--- config.mk ---
export PLATFORM = sky130hd
export DESIGN_NAME = alu_arbiter_flat
export DESIGN_NICKNAME = d
export VERILOG_FILES = /design/src/rtl/alu_arbiter_if.sv /design/src/rtl/alu_arbiter.sv /design/src/flat_wrapper.sv
export SDC_FILE = /design/constraint.sdc
export NUM_CORES = 1
export LEC_CHECK = 0
export BUFFER_PORTS_ARGS = -buffer_cell sky130_fd_sc_hd__buf_4
export CORE_MARGIN = 4
export CORE_UTILIZATION = 48
export DETAILED_ROUTE_END_ITERATION = 8
export GPL_TIMING_DRIVEN = 1
export PLACE_DENSITY = 0.82
export SETUP_SLACK_MARGIN = 0.05
export SLEW_MARGIN = 10
export SYNTH_ARGS = -nofsm -noshare
export SYNTH_HDL_FRONTEND = slang
export SYNTH_SLANG_ARGS = --single-unit
--- constraint.sdc ---
create_clock -name clock -period 3.45 [get_ports clock]
set_input_delay 0.345 -clock clock [delete_from_list [all_inputs] [get_ports clock]]
set_output_delay 0.345 -clock clock [all_outputs]
set_load 0.02 [all_outputs]
--- src/rtl/alu_arbiter_if.sv ---
// Bundle of requester, response and ALU-side signals for the two-client ALU arbiter.
// slave is the arbiter's view; master is the surrounding control path plus ALU.
interface alu_arbiter_if;
   logic        req0_valid, req0_ready;
   logic [31:0] req0_a, req0_b;
   logic [1:0]  req0_op;
   logic        req1_valid, req1_ready;
   logic [31:0] req1_a, req1_b;
   logic [1:0]  req1_op;
   logic        resp0_valid, resp0_ready;
   logic        resp1_valid, resp1_ready;
   logic [31:0] resp_data;
   logic        resp_zero, resp_negative, resp_overflow, resp_illegal;
   logic [31:0] alu_a, alu_b;
   logic [1:0]  alu_op;
   logic [31:0] alu_result;
   logic        alu_zero, alu_negative, alu_overflow;
   logic        busy;

   modport slave (
      input  req0_valid, req0_a, req0_b, req0_op,
      input  req1_valid, req1_a, req1_b, req1_op,
      input  resp0_ready, resp1_ready,
      input  alu_result, alu_zero, alu_negative, alu_overflow,
      output req0_ready, req1_ready, resp0_valid, resp1_valid,
      output resp_data, resp_zero, resp_negative, resp_overflow, resp_illegal,
      output alu_a, alu_b, alu_op, busy
   );

   modport master (
      output req0_valid, req0_a, req0_b, req0_op,
      output req1_valid, req1_a, req1_b, req1_op,
      output resp0_ready, resp1_ready,
      output alu_result, alu_zero, alu_negative, alu_overflow,
      input  req0_ready, req1_ready, resp0_valid, resp1_valid,
      input  resp_data, resp_zero, resp_negative, resp_overflow, resp_illegal,
      input  alu_a, alu_b, alu_op, busy
   );
endinterface

--- src/rtl/alu_arbiter.sv ---
// Round-robin arbiter sharing one ALU between the branch unit (0) and execute unit (1).
// One operation in flight: IDLE accepts, EXEC waits out the ALU latency, RESP holds the result.
module alu_arbiter #(
   parameter int unsigned ALU_LATENCY = 1
) (
   input  logic         clock,
   input  logic         reset_n,
   alu_arbiter_if.slave bus
);
   typedef enum logic [1:0] {IDLE, EXEC, RESP} state_t;

   state_t      state_q, state_d;
   logic [3:0]  cnt_q, cnt_d;
   logic        owner_q, owner_d;
   logic        last_grant_q, last_grant_d;
   logic        illegal_q, illegal_d;
   logic [31:0] alu_a_q, alu_a_d, alu_b_q, alu_b_d;
   logic [1:0]  alu_op_q, alu_op_d;
   logic [31:0] resp_data_q, resp_data_d;
   logic        resp_zero_q, resp_zero_d, resp_negative_q, resp_negative_d;
   logic        resp_overflow_q, resp_overflow_d, resp_illegal_q, resp_illegal_d;
   logic        resp0_valid_q, resp0_valid_d, resp1_valid_q, resp1_valid_d;
   logic        busy_q, busy_d;

   logic        sel, accept, resp_taken;
   logic [31:0] sel_a, sel_b;
   logic [1:0]  sel_op;

   always_comb begin
      if (bus.req0_valid && bus.req1_valid) sel = ~last_grant_q;
      else                                  sel = bus.req1_valid;
      accept     = (state_q == IDLE) && (bus.req0_valid || bus.req1_valid);
      sel_a      = sel ? bus.req1_a  : bus.req0_a;
      sel_b      = sel ? bus.req1_b  : bus.req0_b;
      sel_op     = sel ? bus.req1_op : bus.req0_op;
      resp_taken = owner_q ? bus.resp1_ready : bus.resp0_ready;
   end

   assign bus.req0_ready = accept && !sel;
   assign bus.req1_ready = accept && sel;

   always_comb begin
      state_d         = state_q;
      cnt_d           = cnt_q;
      owner_d         = owner_q;
      last_grant_d    = last_grant_q;
      illegal_d       = illegal_q;
      alu_a_d         = alu_a_q;
      alu_b_d         = alu_b_q;
      alu_op_d        = alu_op_q;
      resp_data_d     = resp_data_q;
      resp_zero_d     = resp_zero_q;
      resp_negative_d = resp_negative_q;
      resp_overflow_d = resp_overflow_q;
      resp_illegal_d  = resp_illegal_q;
      resp0_valid_d   = resp0_valid_q;
      resp1_valid_d   = resp1_valid_q;
      busy_d          = busy_q;
      case (state_q)
         IDLE: begin
            if (accept) begin
               owner_d      = sel;
               last_grant_d = sel;
               busy_d       = 1'b1;
               state_d      = EXEC;
               // Illegal ops leave the ALU untouched but still spend one EXEC cycle,
               // so their response appears one edge after the accept edge.
               if (sel_op == 2'b11) begin
                  illegal_d = 1'b1;
                  cnt_d     = 4'd1;
               end else begin
                  illegal_d = 1'b0;
                  cnt_d     = 4'(ALU_LATENCY + 1);
                  alu_a_d   = sel_a;
                  alu_b_d   = sel_b;
                  alu_op_d  = sel_op;
               end
            end
         end
         EXEC: begin
            cnt_d = cnt_q - 4'd1;
            if (cnt_q == 4'd1) begin
               if (illegal_q) begin
                  resp_data_d     = '0;
                  resp_zero_d     = 1'b1;
                  resp_negative_d = 1'b0;
                  resp_overflow_d = 1'b0;
                  resp_illegal_d  = 1'b1;
               end else begin
                  resp_data_d     = bus.alu_result;
                  resp_zero_d     = bus.alu_zero;
                  resp_negative_d = bus.alu_negative;
                  resp_overflow_d = (alu_op_q == 2'b01) ? bus.alu_overflow : 1'b0;
                  resp_illegal_d  = 1'b0;
               end
               resp0_valid_d = !owner_q;
               resp1_valid_d = owner_q;
               state_d       = RESP;
            end
         end
         RESP: begin
            if (resp_taken) begin
               resp0_valid_d = 1'b0;
               resp1_valid_d = 1'b0;
               busy_d        = 1'b0;
               state_d       = IDLE;
            end
         end
         default: state_d = IDLE;
      endcase
   end

   always_ff @(posedge clock or negedge reset_n) begin
      if (!reset_n) begin
         state_q         <= IDLE;
         cnt_q           <= '0;
         owner_q         <= 1'b0;
         last_grant_q    <= 1'b1;
         illegal_q       <= 1'b0;
         alu_a_q         <= '0;
         alu_b_q         <= '0;
         alu_op_q        <= '0;
         resp_data_q     <= '0;
         resp_zero_q     <= 1'b0;
         resp_negative_q <= 1'b0;
         resp_overflow_q <= 1'b0;
         resp_illegal_q  <= 1'b0;
         resp0_valid_q   <= 1'b0;
         resp1_valid_q   <= 1'b0;
         busy_q          <= 1'b0;
      end else begin
         state_q         <= state_d;
         cnt_q           <= cnt_d;
         owner_q         <= owner_d;
         last_grant_q    <= last_grant_d;
         illegal_q       <= illegal_d;
         alu_a_q         <= alu_a_d;
         alu_b_q         <= alu_b_d;
         alu_op_q        <= alu_op_d;
         resp_data_q     <= resp_data_d;
         resp_zero_q     <= resp_zero_d;
         resp_negative_q <= resp_negative_d;
         resp_overflow_q <= resp_overflow_d;
         resp_illegal_q  <= resp_illegal_d;
         resp0_valid_q   <= resp0_valid_d;
         resp1_valid_q   <= resp1_valid_d;
         busy_q          <= busy_d;
      end
   end

   assign bus.alu_a         = alu_a_q;
   assign bus.alu_b         = alu_b_q;
   assign bus.alu_op        = alu_op_q;
   assign bus.resp_data     = resp_data_q;
   assign bus.resp_zero     = resp_zero_q;
   assign bus.resp_negative = resp_negative_q;
   assign bus.resp_overflow = resp_overflow_q;
   assign bus.resp_illegal  = resp_illegal_q;
   assign bus.resp0_valid   = resp0_valid_q;
   assign bus.resp1_valid   = resp1_valid_q;
   assign bus.busy          = busy_q;
endmodule
--- src/flat_wrapper.sv ---
// flat-port wrapper written by rule: the top's interface ports become plain ports
module alu_arbiter_flat 
#(
   parameter int unsigned ALU_LATENCY = 1
)
  (clock, reset_n, bus_req0_valid, bus_req0_a, bus_req0_b, bus_req0_op, bus_req1_valid, bus_req1_a, bus_req1_b, bus_req1_op, bus_resp0_ready, bus_resp1_ready, bus_alu_result, bus_alu_zero, bus_alu_negative, bus_alu_overflow, bus_req0_ready, bus_req1_ready, bus_resp0_valid, bus_resp1_valid, bus_resp_data, bus_resp_zero, bus_resp_negative, bus_resp_overflow, bus_resp_illegal, bus_alu_a, bus_alu_b, bus_alu_op, bus_busy);
  alu_arbiter_if bus_i ();
  input  logic clock;
  input  logic reset_n;
  input wire logic [$bits(bus_i.req0_valid)-1:0] bus_req0_valid;
  input wire logic [$bits(bus_i.req0_a)-1:0] bus_req0_a;
  input wire logic [$bits(bus_i.req0_b)-1:0] bus_req0_b;
  input wire logic [$bits(bus_i.req0_op)-1:0] bus_req0_op;
  input wire logic [$bits(bus_i.req1_valid)-1:0] bus_req1_valid;
  input wire logic [$bits(bus_i.req1_a)-1:0] bus_req1_a;
  input wire logic [$bits(bus_i.req1_b)-1:0] bus_req1_b;
  input wire logic [$bits(bus_i.req1_op)-1:0] bus_req1_op;
  input wire logic [$bits(bus_i.resp0_ready)-1:0] bus_resp0_ready;
  input wire logic [$bits(bus_i.resp1_ready)-1:0] bus_resp1_ready;
  input wire logic [$bits(bus_i.alu_result)-1:0] bus_alu_result;
  input wire logic [$bits(bus_i.alu_zero)-1:0] bus_alu_zero;
  input wire logic [$bits(bus_i.alu_negative)-1:0] bus_alu_negative;
  input wire logic [$bits(bus_i.alu_overflow)-1:0] bus_alu_overflow;
  output wire logic [$bits(bus_i.req0_ready)-1:0] bus_req0_ready;
  output wire logic [$bits(bus_i.req1_ready)-1:0] bus_req1_ready;
  output wire logic [$bits(bus_i.resp0_valid)-1:0] bus_resp0_valid;
  output wire logic [$bits(bus_i.resp1_valid)-1:0] bus_resp1_valid;
  output wire logic [$bits(bus_i.resp_data)-1:0] bus_resp_data;
  output wire logic [$bits(bus_i.resp_zero)-1:0] bus_resp_zero;
  output wire logic [$bits(bus_i.resp_negative)-1:0] bus_resp_negative;
  output wire logic [$bits(bus_i.resp_overflow)-1:0] bus_resp_overflow;
  output wire logic [$bits(bus_i.resp_illegal)-1:0] bus_resp_illegal;
  output wire logic [$bits(bus_i.alu_a)-1:0] bus_alu_a;
  output wire logic [$bits(bus_i.alu_b)-1:0] bus_alu_b;
  output wire logic [$bits(bus_i.alu_op)-1:0] bus_alu_op;
  output wire logic [$bits(bus_i.busy)-1:0] bus_busy;
  assign bus_i.req0_valid = bus_req0_valid;
  assign bus_i.req0_a = bus_req0_a;
  assign bus_i.req0_b = bus_req0_b;
  assign bus_i.req0_op = bus_req0_op;
  assign bus_i.req1_valid = bus_req1_valid;
  assign bus_i.req1_a = bus_req1_a;
  assign bus_i.req1_b = bus_req1_b;
  assign bus_i.req1_op = bus_req1_op;
  assign bus_i.resp0_ready = bus_resp0_ready;
  assign bus_i.resp1_ready = bus_resp1_ready;
  assign bus_i.alu_result = bus_alu_result;
  assign bus_i.alu_zero = bus_alu_zero;
  assign bus_i.alu_negative = bus_alu_negative;
  assign bus_i.alu_overflow = bus_alu_overflow;
  assign bus_req0_ready = bus_i.req0_ready;
  assign bus_req1_ready = bus_i.req1_ready;
  assign bus_resp0_valid = bus_i.resp0_valid;
  assign bus_resp1_valid = bus_i.resp1_valid;
  assign bus_resp_data = bus_i.resp_data;
  assign bus_resp_zero = bus_i.resp_zero;
  assign bus_resp_negative = bus_i.resp_negative;
  assign bus_resp_overflow = bus_i.resp_overflow;
  assign bus_resp_illegal = bus_i.resp_illegal;
  assign bus_alu_a = bus_i.alu_a;
  assign bus_alu_b = bus_i.alu_b;
  assign bus_alu_op = bus_i.alu_op;
  assign bus_busy = bus_i.busy;
  alu_arbiter #(.ALU_LATENCY(ALU_LATENCY)) u_core (.clock(clock), .reset_n(reset_n), .bus(bus_i));
endmodule
## Yosys cells after proc, flatten, opt, wreduce, memory -nomap -nowiden

Index checks and enable logic that the tools add are counted.

- Latch bits: 0
- Output and inout bits: 107
- RAM bits: 0
- Logic and storage cells: 71
- Flip-flop bits (word level): 114
- Memories: 0
- Memory bits (read-only): 0
- Bits of input ports: 173

- Bitwise gates (word level): 2
- Shift operators: 0
- Divide/modulo/power cells: 0
- Reduce and logical (&&, ||, !) cells: 18
- Muxes and demuxes: 26
- Add/sub/neg operators: 1
- $lt $le $gt $ge: 0
- Equal/unequal tests: 8
- Multiply operators: 0

Operator list:

| cell | count |
|---|---|
| 2-to-1 mux 32 bit | 3 |
| 2-to-1 mux 1 bit | 12 |
| AND reduction 3 bit | 4 |
| 2-to-1 mux 2 bit | 5 |
| one-hot mux 4 bit (2 select lines) | 1 |
| != test 2 x 1 -> 1 bit, second input constant | 3 |
| one-hot mux 1 bit (2 select lines) | 3 |
| one-hot mux 2 bit (3 select lines) | 1 |
| AND reduction 2 bit | 3 |
| nonzero test 2 bit | 3 |
| == test 2 x 1 -> 1 bit, second input constant | 2 |
| == test 2 bit, second input constant | 2 |
| == test 4 x 1 -> 1 bit, second input constant | 1 |
| logical AND 1 bit | 4 |
| 2-to-1 mux 4 bit | 1 |
| subtractor 4 x 1 -> 4 bit, second input constant | 1 |
| logical NOT 1 bit | 2 |
| logical NOT 2 bit | 1 |
| NOT 1 bit | 2 |
| logical OR 1 bit | 1 |

## Logic depth before layout (Yosys ltp)

Gate-level depths: netlist of the first run.

- Word-level depth: 7
- Depth in mapped cells: 8
- Mapped depth without buffers: 6

## Worst setup path before layout of the first run

OpenSTA, ideal clock, no wires.

- Kind: reg-to-reg
- Start point: register u_core.last_grant_q
- End point: register u_core.alu_a_q[0] (netlist: u_core.bus.alu_a[0])
- Path buffers: 2
- Cell stages (with the launch flop): 8
- Path slack: 1833 ps
- Data required time: 3323 ps
- Setup time: 127 ps
- Data arrival time: 1490 ps
- Clock period less this slack: 1617 ps
- Cell sequence: dfstp_2 > nand2b_1 > a21oi_2 > a211oi_4 > or2_1 > buf_4 > buf_4 > a31oi_1

- Word-level cells in the longest chain between the ends: 6
- Elaborated cells on any way between the ends: 7
- Those cells by class: 1 x eq/ne; 3 x mux; 2 x bitwise; 1 x reduce/logical

Ends and longest elaborated chain:

| what | line | source |
|---|---|---|
| start, declared | alu_arbiter.sv:15 | `logic last_grant_q, last_grant_d;` |
| start signal, assigned | alu_arbiter.sv:135 | `last_grant_q <= last_grant_d;` |
| NOT 1 bit (*) | alu_arbiter.sv:30 | `if (bus.req0_valid && bus.req1_valid) sel = ~last_grant_q;` |
| 2-to-1 mux 1 bit (*) | alu_arbiter.sv:30 |  |
| 2-to-1 mux 2 bit | alu_arbiter.sv:35 | `sel_op = sel ? bus.req1_op : bus.req0_op;` |
| == test 2 bit | alu_arbiter.sv:68 | `if (sel_op == 2'b11) begin` |
| NOT 1 bit (no source line) | -- |  |
| AND reduction 3 bit (no source line) | -- |  |
| end signal, assigned | alu_arbiter.sv:137 | `alu_a_q <= alu_a_d;` |
| end, declared | alu_arbiter.sv:17 | `logic [31:0] alu_a_q, alu_a_d, alu_b_q, alu_b_d;` |

Mark *: on every way between the ends. The rest lies on a longest branch, timed or not.
A chain may end at the register's enable or synchronous reset.

## Final worst setup path of the first run

- Start point: register u_core.last_grant_q
- End point: output port bus_req1_ready

- Word-level cells in the longest chain between the ends: 3

Ends and longest elaborated chain:

| what | line | source |
|---|---|---|
| NOT 1 bit | alu_arbiter.sv:30 |  |
| 2-to-1 mux 1 bit | alu_arbiter.sv:30 |  |
| logical AND 1 bit | alu_arbiter.sv:40 | `assign bus.req1_ready = accept && sel;` |
| end, declared | flat_wrapper.sv:25 | `output wire logic [$bits(bus_i.req1_ready)-1:0] bus_req1_ready;` |

No other way between the ends.

==> flow_summary.ini, run 1 <==
[clock_tree]
h_tree_levels = 4
post_cts_resize_count = 0
post_cts_hold_buffer_count = 0
root_buffer = sky130_fd_sc_hd__clkbuf_8
cts-buffers-inserted = 17
path_clk_slew_ns = 0.05
postCtsSetupBuffers = 0
cts_tree = yes
clkSinkCount = 114
worst_skew_pair.late_latency_ns = 0.51
cts_buffer_depth = 2

[drt]
routedWlPerCell_um = 16.6
detail-route-antenna-nets = 0
postRouteWirelength_um = 16400
remaining_drc_errors = 0
num_vias = 5295
drt-vias-per-instance = 5.35
number_of_drc_markers_after_the_initial_detailed_route_iteration = 532
drt-pass1-iter-count = 7

[sta]
final-hold-violation-count = 0
slew_viol_final = 0
final_critical_path_share_of_the_clock_period = 0.794
slew_at_the_pin_closest_to_its_max_slew_limit_ns = 1.08
final_number_of_setup_violating_endpoints = 0
setup-tns-final_ns = 0
final_period_minus_worst_setup_slack_ns = 2.74
worst_clock_skew_ns = 0.00742
achievable_freq_mhz = 365
max-slew-margin-rel = 0.277
setup_repair_after_global_routing_missed_its_margin = no

[global_route]
grt-ovfl-total = 0
grt_max_degree = 88
grt_use_total = 0.267
vias_in_the_first_global_route = 5284
antenna_found_initial = 0
first_pass_grt_wire_length_um = 26600

[setup_path]
critical_path.reg2reg.startpoint = u_core.last_grant_q$_DFFE_PN1P_
crit_path_start_kind = flop
crit_type = flop to output pin
worst_path_dominant_cell_family = simple AND/OR/NAND/NOR gates
path_max_fanout = 35
timing.rr.end = u_core.bus.alu_b[0]$_DFFE_PN0P_
path_depth = 5
slowest_stage = sky130_fd_sc_hd__dfstp_2
endpoint_kind = output pin
cp_cell_sequence = nand2_1 > nand2_2 > buf_4 > nor2_1 > buf_4
crit_buf_inv = 2
worst_r2r_path_depth = 6
crit_path_max_incr_delay_ns = 0.54
cp.arrival_ns = 2.39
crit_path_frequent_cell = sky130_fd_sc_hd__buf_4
worst-r2r-setup-slack_ns = 1.08
worst_ep_required_time_ns = 3.11
setup.worst_path.start = u_core.last_grant_q$_DFFE_PN1P_
critPathCapture = bus_req1_ready

[synth]
synth_area_per_cell_sq_um = 8.73
dominant_combinational_cell_family_by_area_after_synthesis = simple AND/OR/NAND/NOR gates
synth_ff_type = sky130_fd_sc_hd__dfrtp_1
mappedNetlistNets = 758
synth-compound-area-share = 0.139
library_cells_used_by_synthesis = 33
synth_sequential_area_ratio = 0.561
synthArstFlopShare = 1.00
synthCells = 583
syn_area_sq_mm = 0.00509
edff_count_synth = 0
synthAdderAreaFrac = 0.00492
basic_gate_share_of_the_synthesized_area_counting_and_or_nand_and_nor_cells = 0.245
synth-xor-area-share = 0.00172
post_synth_mux_area_share = 0.00221
synth-warning-count = 0
ys_seq_elements = 114

[placed_design]
hpwl_um = 11800
dpl-instance-area_sq_mm = 0.00720
gp_routability_congestion = 0.868
place_inst = 959
io_buffer_count = 279

[final_layout]
final_nets = 1017
area_delta_synth_final_pct = 51.7
layoutNonFillerInstCount = 989
drive_above_1_share = 0.377
antenna_cells = 0
stdcell_area_sq_mm = 0.00772
fin_util = 0.748
fillcell_total = 771

[power]
totalPowerFinal_w = 0.00729
worst_vdd_drop_uv = 472
power-per-cell-area_mw_per_mm2 = 944
total_leakage_power_nw = 3.79

[die]
die-width_um = 111
fp.coreArea_sq_mm = 0.0103
io_pins = 280
initial_core_util = 0.493
placement_rows = 37
die-height_um = 111
design.die.area_sq_mm = 0.0123

[outcome]
outcome = finished, final reports clean

[min_path]
classification_of_the_worst_slack_hold_path = input port to async pin

[job]
timing.max_cap.violations = 0
Yosys cell counts, types with 2 or more instances:
cell type,instances,area share
sky130_fd_sc_hd__clkbuf_1,29,0.021
sky130_fd_sc_hd__dfrtp_1,113,0.56
sky130_fd_sc_hd__nand3_1,3,0.0029
sky130_fd_sc_hd__inv_1,4,0.0029
sky130_fd_sc_hd__o22ai_1,2,0.0025
sky130_fd_sc_hd__nor2b_1,2,0.0025
sky130_fd_sc_hd__nand2_1,202,0.15
sky130_fd_sc_hd__buf_4,10,0.015
sky130_fd_sc_hd__nor2_1,12,0.0089
sky130_fd_sc_hd__ha_1,2,0.0049
sky130_fd_sc_hd__o21ai_0,44,0.043
sky130_fd_sc_hd__buf_2,7,0.0069
sky130_fd_sc_hd__nand2b_1,4,0.0049
sky130_fd_sc_hd__nor3_1,65,0.064
sky130_fd_sc_hd__a21oi_1,2,0.0020
sky130_fd_sc_hd__a31oi_1,65,0.080
state kept, by name, indices dropped and copies added (netlist names):
register,count
u_core.bus.alu_a,32
u_core.bus.alu_b,32
u_core.bus.alu_op,2
u_core.bus.busy,1
u_core.bus.resp0_valid,1
u_core.bus.resp1_valid,1
u_core.bus.resp_data,32
u_core.bus.resp_illegal,1
u_core.bus.resp_negative,1
u_core.bus.resp_overflow,1
u_core.bus.resp_zero,1
u_core.cnt_q,4
u_core.illegal_q,1
u_core.last_grant_q,1
u_core.owner_q,1
u_core.state_q,2
stage by stage:
step / setup WS [ns] / hold slack, ns
2_1_floorplan: 1.83 / 0.0494
3_3_place_gp: 1.11 / 0.464
3_5_place_dp: 1.03 / 0.474
6_report: 0.711 / 0.0265
4_1_cts: 0.668 / 0.0250
5_1_grt: 0.544 / 0.0357
metal layers:
metal  global-route usage  up-vias  wire length [um]
li1                     -     2512                 -
met1                0.322     2482              6190
met2                0.449      269              8180
met3               0.0922       32              1640
met4               0.0887        0               368
met5                    0        -                 0
where the power goes:
group	switching (W)	internal (W)	leakage [nW]	total, W
clock network	0.000547	0.000973	0.261	0.00152
registers	0.000392	0.00198	1.34	0.00237
logic	0.00199	0.00140	2.18	0.00339
kinds of logic (layout without fill, tap and decap cells):
logic type,count (synthesis),in the layout
AND/OR/NAND/NOR,297,297
AO/OA/AOI/OAI,117,117
flip-flops,114,114
buffers and inverters,51,321
adder cells (fa/ha/maj),2,2
XOR/XNOR,1,1
multiplexers,1,1
layout make-up:
cell class,count,area (sq um),share of cell area
flip-flops and latches,114,2850,0.370
repair buffers,286,2160,0.280
multi-input cells,418,2000,0.259
clock buffers,23,457,0.0592
well taps,136,170,0.0220
clock inverters,7,60.1,0.00778
inverters,5,18.8,0.00243
layout by cell type, fill, tap and decap left out, types with 3 or more instances in the layout:
master	synthesis	layout
sky130_fd_sc_hd__a31oi_1	65	65
sky130_fd_sc_hd__buf_4	10	285
sky130_fd_sc_hd__clkbuf_1	29	4
sky130_fd_sc_hd__clkbuf_16	0	16
sky130_fd_sc_hd__clkbuf_8	0	3
sky130_fd_sc_hd__clkinv_2	0	6
sky130_fd_sc_hd__dfrtp_1	113	113
sky130_fd_sc_hd__inv_1	4	4
sky130_fd_sc_hd__nand2_1	202	201
sky130_fd_sc_hd__nand2b_1	4	4
sky130_fd_sc_hd__nand3_1	3	3
sky130_fd_sc_hd__nor2_1	12	12
sky130_fd_sc_hd__nor3_1	65	65
sky130_fd_sc_hd__o21ai_0	44	44
worst reg2reg max path: stages (launching register included):
cell and delay [ns]:
sky130_fd_sc_hd__dfstp_2 0.54, sky130_fd_sc_hd__nand2_1 0.08, sky130_fd_sc_hd__nand2_2 0.53, sky130_fd_sc_hd__a211oi_4 0.14, sky130_fd_sc_hd__or2_2 0.54, sky130_fd_sc_hd__buf_12 0.27
sky130_fd_sc_hd__a31oi_1 0.18
worst min path at each step:
stage | start | end | cells past startpoint
finish | reset_n | u_core.bus.resp_data[14]$_DFFE_PN0P_ | 1
global route | bus_req0_valid | u_core.last_grant_q$_DFFE_PN1P_ | 2
CTS | bus_req0_valid | u_core.last_grant_q$_DFFE_PN1P_ | 2
detailed placement | u_core.bus.resp_data[9]$_DFFE_PN0P_ | u_core.bus.resp_data[9]$_DFFE_PN0P_ | 2
global placement | u_core.bus.resp_data[13]$_DFFE_PN0P_ | u_core.bus.resp_data[13]$_DFFE_PN0P_ | 2
floorplan | reset_n | u_core.bus.alu_a[0]$_DFFE_PN0P_ | 0
Power figures use the tool's default switching activity.
==> run 2, diff against run 1 <==
--- a/config.mk
+++ b/config.mk
@@ -7,10 +7,10 @@
 export LEC_CHECK = 0
 export BUFFER_PORTS_ARGS = -buffer_cell sky130_fd_sc_hd__buf_4
 export CORE_MARGIN = 4
-export CORE_UTILIZATION = 48
+export CORE_UTILIZATION = 40
 export DETAILED_ROUTE_END_ITERATION = 8
 export GPL_TIMING_DRIVEN = 1
-export PLACE_DENSITY = 0.82
+export PLACE_DENSITY = 0.73
 export SETUP_SLACK_MARGIN = 0.05
 export SLEW_MARGIN = 10
 export SYNTH_ARGS = -nofsm -noshare
==> constraint.sdc (replaced) <==
create_clock -name clock -period 2.2 [get_ports clock]
set_input_delay 0.22 -clock clock [delete_from_list [all_inputs] [get_ports clock]]
set_output_delay 0.22 -clock clock [all_outputs]
set_load 0.02 [all_outputs]
==> run 2 against run 1 <==
Against the previous run:
- power grew 68%
- sequential cell count is the same
- final area grew 3.8%
- worst hold slack gained 0.0013 ns
- clock skew grew 0.0011 ns
- first-iteration DRC count shrank 45%
- clock power grew 110%
- sequential share of layout area shrank 1.3 points
- via count shrank 0.42%
- critical path depth grew 1
- largest power group unchanged
- register-to-register slack lost 0.79 ns
- utilization shrank 9.2 points
==> flow_summary.ini, run 2 (synthesized netlist as in run 1, its figures left out) <==
[drt]
drt-pass1-iter-count = 5
number_of_drc_markers_after_the_initial_detailed_route_iteration = 292
drt-vias-per-instance = 5.13
postRouteWirelength_um = 16800
routedWlPerCell_um = 16.4
num_vias = 5273
detail-route-antenna-nets = 0
remaining_drc_errors = 0

[power]
total_leakage_power_nw = 3.90
power.net_switching_w = 0.00465
clkPwrFrac = 0.260
switching_share_of_power = 0.379
power.internal_w = 0.00760
pwr-share-comb = 0.437
worst_vdd_drop_uv = 791
power.sequential.fraction = 0.304
power-per-cell-area_mw_per_mm2 = 1530

[clock_tree]
path_clk_slew_ns = 0.05
cts-buffers-inserted = 17
worst_skew_pair.late_latency_ns = 0.41
postCtsSetupBuffers = 0
root_buffer = sky130_fd_sc_hd__clkbuf_16
cts_buffer_depth = 2
cts_tree = yes
clkSinkCount = 114
h_tree_levels = 4

[placed_design]
io_buffer_count = 279
gp_routability_congestion = 0.831
hpwl_um = 12200
dpl-instance-area_sq_mm = 0.00731

[setup_path]
cp.arrival_ns = 2.17
crit_path_max_incr_delay_ns = 0.55
worst-r2r-setup-slack_ns = 0.29
crit_path_start_kind = flop
worst_ep_required_time_ns = 2.45
cp_cell_sequence = nand2b_1 > a21oi_2 > a211oi_4 > or2_2 > buf_6 > a31oi_1
endpoint_kind = flop
worst_path_dominant_cell_family = flip-flops
path_max_fanout = 50
slowest_stage = sky130_fd_sc_hd__dfstp_2
crit_buf_inv = 1
crit_type = flop to flop

[sta]
setup-tns-final_ns = 0
final_number_of_setup_violating_endpoints = 0
achievable_freq_mhz = 523
final-hold-violation-count = 0
final_period_minus_worst_setup_slack_ns = 1.91
slew_at_the_pin_closest_to_its_max_slew_limit_ns = 0.961
worst_clock_skew_ns = 0.00851
final_critical_path_share_of_the_clock_period = 0.869
slew_viol_final = 0
max-slew-margin-rel = 0.356
hold-worst-slack_ns = 0.0278
setup_repair_after_global_routing_missed_its_margin = no

[final_layout]
final_nets = 1022
stdcell_area_sq_mm = 0.00801
commonest_cells_after_routing_fill_and_taps_aside = sky130_fd_sc_hd__buf_4, sky130_fd_sc_hd__nand2_1, sky130_fd_sc_hd__dfrtp_1
fillcell_total = 1042
drive_above_1_share = 0.384
fin_util = 0.656
antenna_cells = 0
mostFrequentLayoutCell = sky130_fd_sc_hd__buf_4
area_delta_synth_final_pct = 57.4

[global_route]
antenna_found_initial = 0
grt_use_total = 0.232
grt_util_met2 = 0.389
grtUsageMet3 = 0.0748
vias_in_the_first_global_route = 5432
global_route.usage.met1 = 0.273
grt_max_degree = 78
first_pass_grt_wire_length_um = 26900
grt_most_used_layer = met2
grt-ovfl-total = 0

[min_path]
classification_of_the_worst_slack_hold_path = input port to flop

[die]
design.die.area_sq_mm = 0.0146
io_pins = 280
die-height_um = 121
die-width_um = 121
placement_rows = 40
fp.coreArea_sq_mm = 0.0122
initial_core_util = 0.417

[outcome]
outcome = finished, final reports clean

[job]
timing.max_cap.violations = 0
-- run 2: worst paths after layout --
path | startpoint | to | depth (start not counted)
worst max-delay path | u_core.last_grant_q$_DFFE_PN1P_ | u_core.bus.alu_b[12]$_DFFE_PN0P_ | 6
worst min-delay path | bus_req0_valid | u_core.last_grant_q$_DFFE_PN1P_ | 2
worst max register to register | u_core.last_grant_q$_DFFE_PN1P_ | u_core.bus.alu_b[12]$_DFFE_PN0P_ | 6
worst min register to register | u_core.bus.busy$_DFFE_PN0P_ | u_core.bus.busy$_DFFE_PN0P_ | 2
max in group asynchronous | reset_n | u_core.bus.alu_a[29]$_DFFE_PN0P_ | 3
min in group asynchronous | reset_n | u_core.bus.resp_data[1]$_DFFE_PN0P_ | 2
-- run 2: area by class of cell --
type / instances / area (sq um) / area share
Clock buffer: 23 / 488 / 0.0609
Clock inverter: 9 / 199 / 0.0248
Timing Repair Buffer: 291 / 2240 / 0.280
Tap cell: 168 / 210 / 0.0262
Inverter: 5 / 18.8 / 0.00234
Multi-Input combinational cell: 418 / 2000 / 0.250
Sequential cell: 114 / 2850 / 0.356
-- run 2: worst register-to-register path, stage by stage, from the launching register on --
cell and delay, ns:
sky130_fd_sc_hd__dfstp_2 0.55, sky130_fd_sc_hd__nand2b_1 0.15, sky130_fd_sc_hd__a21oi_2 0.09, sky130_fd_sc_hd__a211oi_4 0.28, sky130_fd_sc_hd__or2_2 0.18, sky130_fd_sc_hd__buf_6 0.32
sky130_fd_sc_hd__a31oi_1 0.19
-- run 2: power groups by stage --
stage	sequential (W)	clock, W	combinational [W]
6_report	0.00372	0.00318	0.00535
5_1_grt	0.00385	0.00334	0.00584
4_1_cts	0.00373	0.00324	0.00542
3_5_place_dp	0.00374	0	0.00541
3_3_place_gp	0.00369	0	0.00529
2_1_floorplan	0.00474	0	0.00203
-- run 2: routing by layer --
layer	vias to the layer above	wire length [um]
met2	248	8560
met1	2461	6400
met5	-	0
met4	0	440
li1	2525	-
met3	39	1420
-- run 2: metrics by stage --
stage               power [W]  worst slack, ns  instances
detailed placement    0.00915            0.182        995
floorplan             0.00676            0.583        583
global route           0.0130            0.177       1028
finish                 0.0123            0.288       1028
global placement      0.00898            0.290        995
CTS                    0.0124            0.191       1028
-- run 2: timing repair --
action / 4_1_cts / 5_1_grt
endpoints found under the hold margin: 35 / 0
hold buffers: 1 / 0
setup endpoints to repair: 0 / 4
gates resized for setup: 0 / 1
